--- config.mk ---
export PLATFORM = sky130hd
export DESIGN_NAME = div_flat
export DESIGN_NICKNAME = d
export VERILOG_FILES = /design/src/rtl/div_if.sv /design/src/rtl/div.sv /design/src/flat_wrapper.sv
export SDC_FILE = /design/constraint.sdc
export NUM_CORES = 1
export LEC_CHECK = 0
export CORE_ASPECT_RATIO = 1.4
export CORE_MARGIN = 1
export CORE_UTILIZATION = 52
export CTS_BUF_LIST = sky130_fd_sc_hd__clkbuf_16
export CTS_CLUSTER_DIAMETER = 60
export DETAILED_ROUTE_END_ITERATION = 10
export GPL_ROUTABILITY_DRIVEN = 0
export PLACE_DENSITY = 0.84
export SLEW_MARGIN = 20
export SYNTH_ARGS = -nofsm -noshare
export SYNTH_HDL_FRONTEND = slang
export SYNTH_SLANG_ARGS = --single-unit
--- constraint.sdc ---
create_clock -name clk -period 4 [get_ports clk]
set_input_delay 1 -clock clk [delete_from_list [all_inputs] [get_ports clk]]
set_output_delay 1 -clock clk [all_outputs]
set_load 0.005 [all_outputs]
--- src/rtl/div_if.sv ---
// Handshake and operand bundle between the EX stage and the divider.
// The EX side drives the request and operands; the divider answers with
// a registered result and a ready flag.
interface div_if #(
    parameter int DATA_W = 32
);
    logic                  signed_div_i;
    logic [DATA_W-1:0]     opdata1_i;
    logic [DATA_W-1:0]     opdata2_i;
    logic                  start_i;
    logic                  annul_i;
    logic [2*DATA_W-1:0]   result_o;
    logic                  ready_o;

    modport master (
        output signed_div_i, opdata1_i, opdata2_i, start_i, annul_i,
        input  result_o, ready_o
    );

    modport slave (
        input  signed_div_i, opdata1_i, opdata2_i, start_i, annul_i,
        output result_o, ready_o
    );
endinterface

--- src/rtl/div.sv ---
// Multi-cycle restoring divider for the EX stage.
// Signed operands are reduced to magnitudes when a request is accepted,
// DATA_W shift-subtract steps run one per cycle, and the signs are fixed
// up on the final edge. The result is {remainder, quotient} and stays
// valid until the EX stage drops start_i.
module div #(
    parameter int DATA_W = 32
) (
    input  logic clk,
    input  logic rst,
    div_if.slave bus
);

    typedef enum logic [1:0] {
        FREE,
        BYZERO,
        ON,
        END
    } state_t;

    localparam int CNT_W = $clog2(DATA_W + 1);
    localparam logic [CNT_W-1:0] DONE_CNT = CNT_W'(DATA_W);

    state_t            state_q;
    state_t            state_d;
    logic [CNT_W-1:0]  cnt_q;
    logic [DATA_W-1:0] quo_q;
    logic [DATA_W-1:0] rem_q;
    logic [DATA_W-1:0] divisor_q;
    logic              neg_quo_q;
    logic              neg_rem_q;

    logic [DATA_W:0]   trial;
    logic              fits;
    logic [DATA_W-1:0] diff;
    logic [DATA_W-1:0] quo_fix;
    logic [DATA_W-1:0] rem_fix;
    logic              accept;
    logic              op1_neg;
    logic              op2_neg;

    // State register; reset returns the divider to idle at once.
    always_ff @(posedge clk or negedge rst) begin
        if (!rst) begin
            state_q <= FREE;
        end else begin
            state_q <= state_d;
        end
    end

    // Next-state logic; annul beats start, and only FREE accepts a new request.
    always_comb begin
        state_d = state_q;
        case (state_q)
            FREE: begin
                if (bus.start_i && !bus.annul_i) begin
                    state_d = (bus.opdata2_i == '0) ? BYZERO : ON;
                end
            end
            BYZERO: begin
                state_d = bus.annul_i ? FREE : END;
            end
            ON: begin
                if (bus.annul_i) begin
                    state_d = FREE;
                end else if (cnt_q == DONE_CNT) begin
                    state_d = END;
                end
            end
            END: begin
                if (!bus.start_i) begin
                    state_d = FREE;
                end
            end
            default: state_d = FREE;
        endcase
    end

    // One restoring step: shift the next dividend bit into the partial
    // remainder and subtract the divisor if it fits; also the final sign fix.
    always_comb begin
        accept  = bus.start_i && !bus.annul_i;
        op1_neg = bus.signed_div_i && bus.opdata1_i[DATA_W-1];
        op2_neg = bus.signed_div_i && bus.opdata2_i[DATA_W-1];
        trial   = {rem_q, quo_q[DATA_W-1]};
        fits    = (trial >= {1'b0, divisor_q});
        diff    = trial[DATA_W-1:0] - divisor_q;
        quo_fix = neg_quo_q ? ({DATA_W{1'b0}} - quo_q) : quo_q;
        rem_fix = neg_rem_q ? ({DATA_W{1'b0}} - rem_q) : rem_q;
    end

    // Datapath and registered outputs, sequenced by the current state.
    always_ff @(posedge clk or negedge rst) begin
        if (!rst) begin
            cnt_q        <= '0;
            quo_q        <= '0;
            rem_q        <= '0;
            divisor_q    <= '0;
            neg_quo_q    <= 1'b0;
            neg_rem_q    <= 1'b0;
            bus.result_o <= '0;
            bus.ready_o  <= 1'b0;
        end else begin
            case (state_q)
                FREE: begin
                    bus.ready_o  <= 1'b0;
                    bus.result_o <= '0;
                    if (accept) begin
                        cnt_q     <= '0;
                        rem_q     <= '0;
                        quo_q     <= op1_neg ? ({DATA_W{1'b0}} - bus.opdata1_i) : bus.opdata1_i;
                        divisor_q <= op2_neg ? ({DATA_W{1'b0}} - bus.opdata2_i) : bus.opdata2_i;
                        neg_quo_q <= op1_neg ^ op2_neg;
                        neg_rem_q <= op1_neg;
                    end
                end
                BYZERO: begin
                    if (!bus.annul_i) begin
                        bus.ready_o  <= 1'b1;
                        bus.result_o <= '0;
                    end
                end
                ON: begin
                    if (bus.annul_i) begin
                        cnt_q <= '0;
                    end else if (cnt_q == DONE_CNT) begin
                        bus.result_o <= {rem_fix, quo_fix};
                        bus.ready_o  <= 1'b1;
                    end else begin
                        rem_q <= fits ? diff : trial[DATA_W-1:0];
                        quo_q <= {quo_q[DATA_W-2:0], fits};
                        cnt_q <= cnt_q + 1'b1;
                    end
                end
                END: begin
                    if (!bus.start_i) begin
                        bus.ready_o  <= 1'b0;
                        bus.result_o <= '0;
                    end
                end
                default: begin
                    bus.ready_o  <= 1'b0;
                    bus.result_o <= '0;
                end
            endcase
        end
    end

endmodule

--- src/flat_wrapper.sv ---
// flat-port wrapper written by rule: the top's interface ports become plain ports
module div_flat 
#(
    parameter int DATA_W = 32
)
  (clk, rst, bus_signed_div_i, bus_opdata1_i, bus_opdata2_i, bus_start_i, bus_annul_i, bus_result_o, bus_ready_o);
  div_if #(.DATA_W(DATA_W)) bus_i ();
  input  logic clk;
  input  logic rst;
  input wire logic [$bits(bus_i.signed_div_i)-1:0] bus_signed_div_i;
  input wire logic [$bits(bus_i.opdata1_i)-1:0] bus_opdata1_i;
  input wire logic [$bits(bus_i.opdata2_i)-1:0] bus_opdata2_i;
  input wire logic [$bits(bus_i.start_i)-1:0] bus_start_i;
  input wire logic [$bits(bus_i.annul_i)-1:0] bus_annul_i;
  output wire logic [$bits(bus_i.result_o)-1:0] bus_result_o;
  output wire logic [$bits(bus_i.ready_o)-1:0] bus_ready_o;
  assign bus_i.signed_div_i = bus_signed_div_i;
  assign bus_i.opdata1_i = bus_opdata1_i;
  assign bus_i.opdata2_i = bus_opdata2_i;
  assign bus_i.start_i = bus_start_i;
  assign bus_i.annul_i = bus_annul_i;
  assign bus_result_o = bus_i.result_o;
  assign bus_ready_o = bus_i.ready_o;
  div #(.DATA_W(DATA_W)) u_core (.clk(clk), .rst(rst), .bus(bus_i));
endmodule
==> qor.yml <==
clock_tree:
  cts_setup_buffers: 0
  postCtsResizedCells: 0
  clockBufferDepth: 2
  htreeDepth: 4
  ctsHoldBuffers: 0
  worstSkewPairLatency_ns: 0.44
  clkTransAtPathRegs_ns: 0.07
  numCtsBuffers: 17
  cts_tree: "yes"
  cts_root_buffer: "clkbuf_16"
  clkSinkCount: 171
worst_setup_path:
  crit_fanout: 7
  crit_arrival_ns: 3.65
  rr_startpoint: "u_core.rem_q[8]$_DFFE_PN0P_"
  critPathLaunchType: "flip-flop"
  rr_worst_depth: 8
  r2r_slack_ns: 0.65
  critPathMostFrequentCell: "or3_4"
  cp.buffers_inverters: 0
  cpPeakStageDelay_ns: 0.56
  crit_type: "reg -> reg"
  crit_required_ns: 4.30
  reg2reg_to: "u_core.bus.result_o[63]$_DFFE_PN0P_"
  cp_slowest_cell: "or4_4"
  cp-end-kind: "flip-flop"
  critical_path.top_delay_family: "simple AND/OR/NAND/NOR gates"
  path_cells: "or4_4 -> or3_4 -> or3_4 -> or3_4 -> or4_4 -> o31ai_2 -> xor2_1 -> o21ai_1"
logic_synthesis:
  syn-cell-area_sq_um: 11200
  synth.area.mux_share_pct: 1.45
  synth-simple-area-share_pct: 17.9
  asyncSetResetFlopFracSynth_pct: 100
  seq_area_frac_synth_pct: 38.2
  ys_ff_latch: 171
  synth_edf_count: 0
  synth_common_cells: "234 x nand2_1, 205 x o21ai_0, 171 x dfrtp_1"
  yosys_warnings: 0
  synth_top_area_share_pct: 38.2
  synth_top_flop_cell: "dfrtp_1"
  synth.most_common_cell: "nand2_1"
  mappedNetlistNets: 1480
  yosysTopAreaCell: "dfrtp_1"
  synthCells: 1368
  synth_compound_area_share_pct: 21.8
  synth_area_leaders: "dfrtp_1 38%, o21ai_0 9.2%, nand2_1 7.8%"
  synth_area_per_cell_sq_um: 8.19
  synth_xor_xnor_area_share_pct: 11.4
  synthAdderAreaFrac_pct: 4.87
  yosysUniqueCellTypes: 57
  synth_top_family_by_area: "compound AO/OA/AOI/OAI gates"
final_layout:
  n_fill_cell: 1794
  syn_to_final_growth_pct: 19.1
  final_core_util_pct: 63.2
  drive_above_1_share_pct: 4.94
  antenna_cells: 0
  nets: 1577
min_path:
  hold_start: "u_core.bus.result_o[21]$_DFFE_PN0P_"
  hold_class: "reg -> reg"
  whs_path_depth: 2
  hold_path_end: "u_core.bus.result_o[21]$_DFFE_PN0P_"
route:
  wire_per_inst_um: 16.1
  wirelength_mm: 27.9
  final_antenna_net_count: 0
  drc_errors: 0
  vias_per_cell: 5.87
  firstDrtPassIters: 9
  drt_iter0_markers: 737
  vias: 10200
sta:
  skew_ns: 0.0111
  fmax_ghz: 0.299
  setup_viol: 0
  hold_viol: 0
  setup_ws_ns: 0.653
  final.min_clock_period_ns: 3.35
  rsz0062_at_grt: "false"
  slew_headroom_pct: 30.3
  worst_slew_pin_slew_ns: 1.05
  slew_viol_final: 0
  setup_tns_ns: 0
  min_period_over_period_pct: 83.7
floorplan:
  num_rows: 63
  die_y_um: 176
  top_level_ports: 134
  die_area_sq_um: 22100
  initial_utilization_pct: 53.0
  die_w_um: 126
  coreArea_sq_um: 21100
placed_design:
  hpwl_mm: 20.4
  dp_slack_ns: 0.285
  io_buffer_count: 133
power_and_ir_drop:
  max-vdd-ir-drop_mv: 0.385
  power.leakage_uw: 0.00571
  power_density_nw_per_um2: 711
global_route:
  grt_pass1_wl_mm: 46.1
  track_usage_pct: 25.9
  grt_max_degree: 93
  grt_pass1_vias: 9737
  antenna_found_initial: 0
  grt_overflow: 0
outcome:
  outcome: "complete, no violations"
job:
  maxCapViolCount: 0
## area by class of cell
type | instances | area [sq um] | area share, %
multi-input combinational | 1067 | 6460 | 48.4
inverter | 59 | 221 | 1.66
clock inverter | 15 | 141 | 1.06
timing repair buffer | 149 | 1490 | 11.2
tap | 260 | 325 | 2.44
sequential | 171 | 4280 | 32.1
clock buffer | 17 | 425 | 3.19
## cells by family (layout without fill, tap and decap cells)
family,count (synthesis),count (layout)
AOI/OAI and AO/OA,420,420
xor gates and xnor gates,146,146
adders and majority gates,43,43
buffers and inverters,130,240
DFF,171,171
muxes,16,16
and+or+nand+nor,442,442
## cells in the final DEF (no fill, tap or decap), drive strengths merged, types with 16 or more instances in the layout
cell type      instances
a21oi                 97
buf                   17
clkbuf                17
clkdlybuf4s50        132
dfrtp                171
ha                    42
inv                   63
nand2                234
nor2                  78
nor3                  19
nor4                  16
o21ai                213
o31ai                 21
o41ai                 17
or3                   19
xnor2                 60
xor2                  86
## worst register-to-register path, delay by kind of cell, from the launching register on
| kind | cells | cell delay [ns] |
|---|---|---|
| xor gates and xnor gates | 1 | 0.31 |
| and+or+nand+nor | 5 | 2.12 |
| AOI/OAI and AO/OA | 2 | 0.31 |
| DFF | 1 | 0.47 |
## through the flow
step	total power, uW	area (sq um)	instances	hold WS [ns]
2_1_floorplan	6560	11200	1368	0.450
3_3_place_gp	7600	12800	1706	0.460
3_5_place_dp	7780	12800	1706	0.469
4_1_cts	9430	13300	1738	0.485
5_1_grt	10200	13300	1738	0.499
6_report	9480	13300	1738	0.477
## state kept, by name, indices dropped and copies added (netlist names)
| signal | cells |
|---|---|
| u_core.neg_rem_q | 1 |
| u_core.state_q | 2 |
| u_core.neg_quo_q | 1 |
| u_core.divisor_q | 32 |
| u_core.quo_q | 32 |
| u_core.cnt_q | 6 |
| u_core.bus.ready_o | 1 |
| u_core.bus.result_o | 64 |
| u_core.rem_q | 32 |
## power by group
group          switching, uW  internal (uW)  leakage [uW]  total (uW)
combinational           3060           2050       0.00319        5110
clock                    735            865      0.000259        1600
sequential               603           2170       0.00226        2780
## routing by layer
metal,part of all wire (%),track usage [%],wire length [um],vias to the layer above
li1,-,-,-,4991
met1,40,30.3,11200,4736
met5,0,0,0,-
met2,50,45.5,13900,383
met3,5.7,4.20,1580,94
met4,4.4,13.3,1230,0
## how the worst max path moves through the flow
| stage | start | end | cells after the start |
|---|---|---|---|
| 2_1_floorplan | bus_opdata1_i[8] | u_core.quo_q[28]$_DFFE_PN0P_ | 8 |
| 4_1_cts | u_core.rem_q[8]$_DFFE_PN0P_ | u_core.bus.result_o[63]$_DFFE_PN0P_ | 8 |
| 6_report | u_core.rem_q[8]$_DFFE_PN0P_ | u_core.bus.result_o[63]$_DFFE_PN0P_ | 8 |
| 3_3_place_gp | bus_opdata2_i[1] | u_core.divisor_q[27]$_DFFE_PN0P_ | 9 |
| 3_5_place_dp | bus_opdata2_i[2] | u_core.divisor_q[27]$_DFFE_PN0P_ | 9 |
| 5_1_grt | bus_opdata2_i[10] | u_core.state_q[1]$_DFFE_PN0P_ | 9 |
Note: power is estimated with default switching activity, not from simulation.
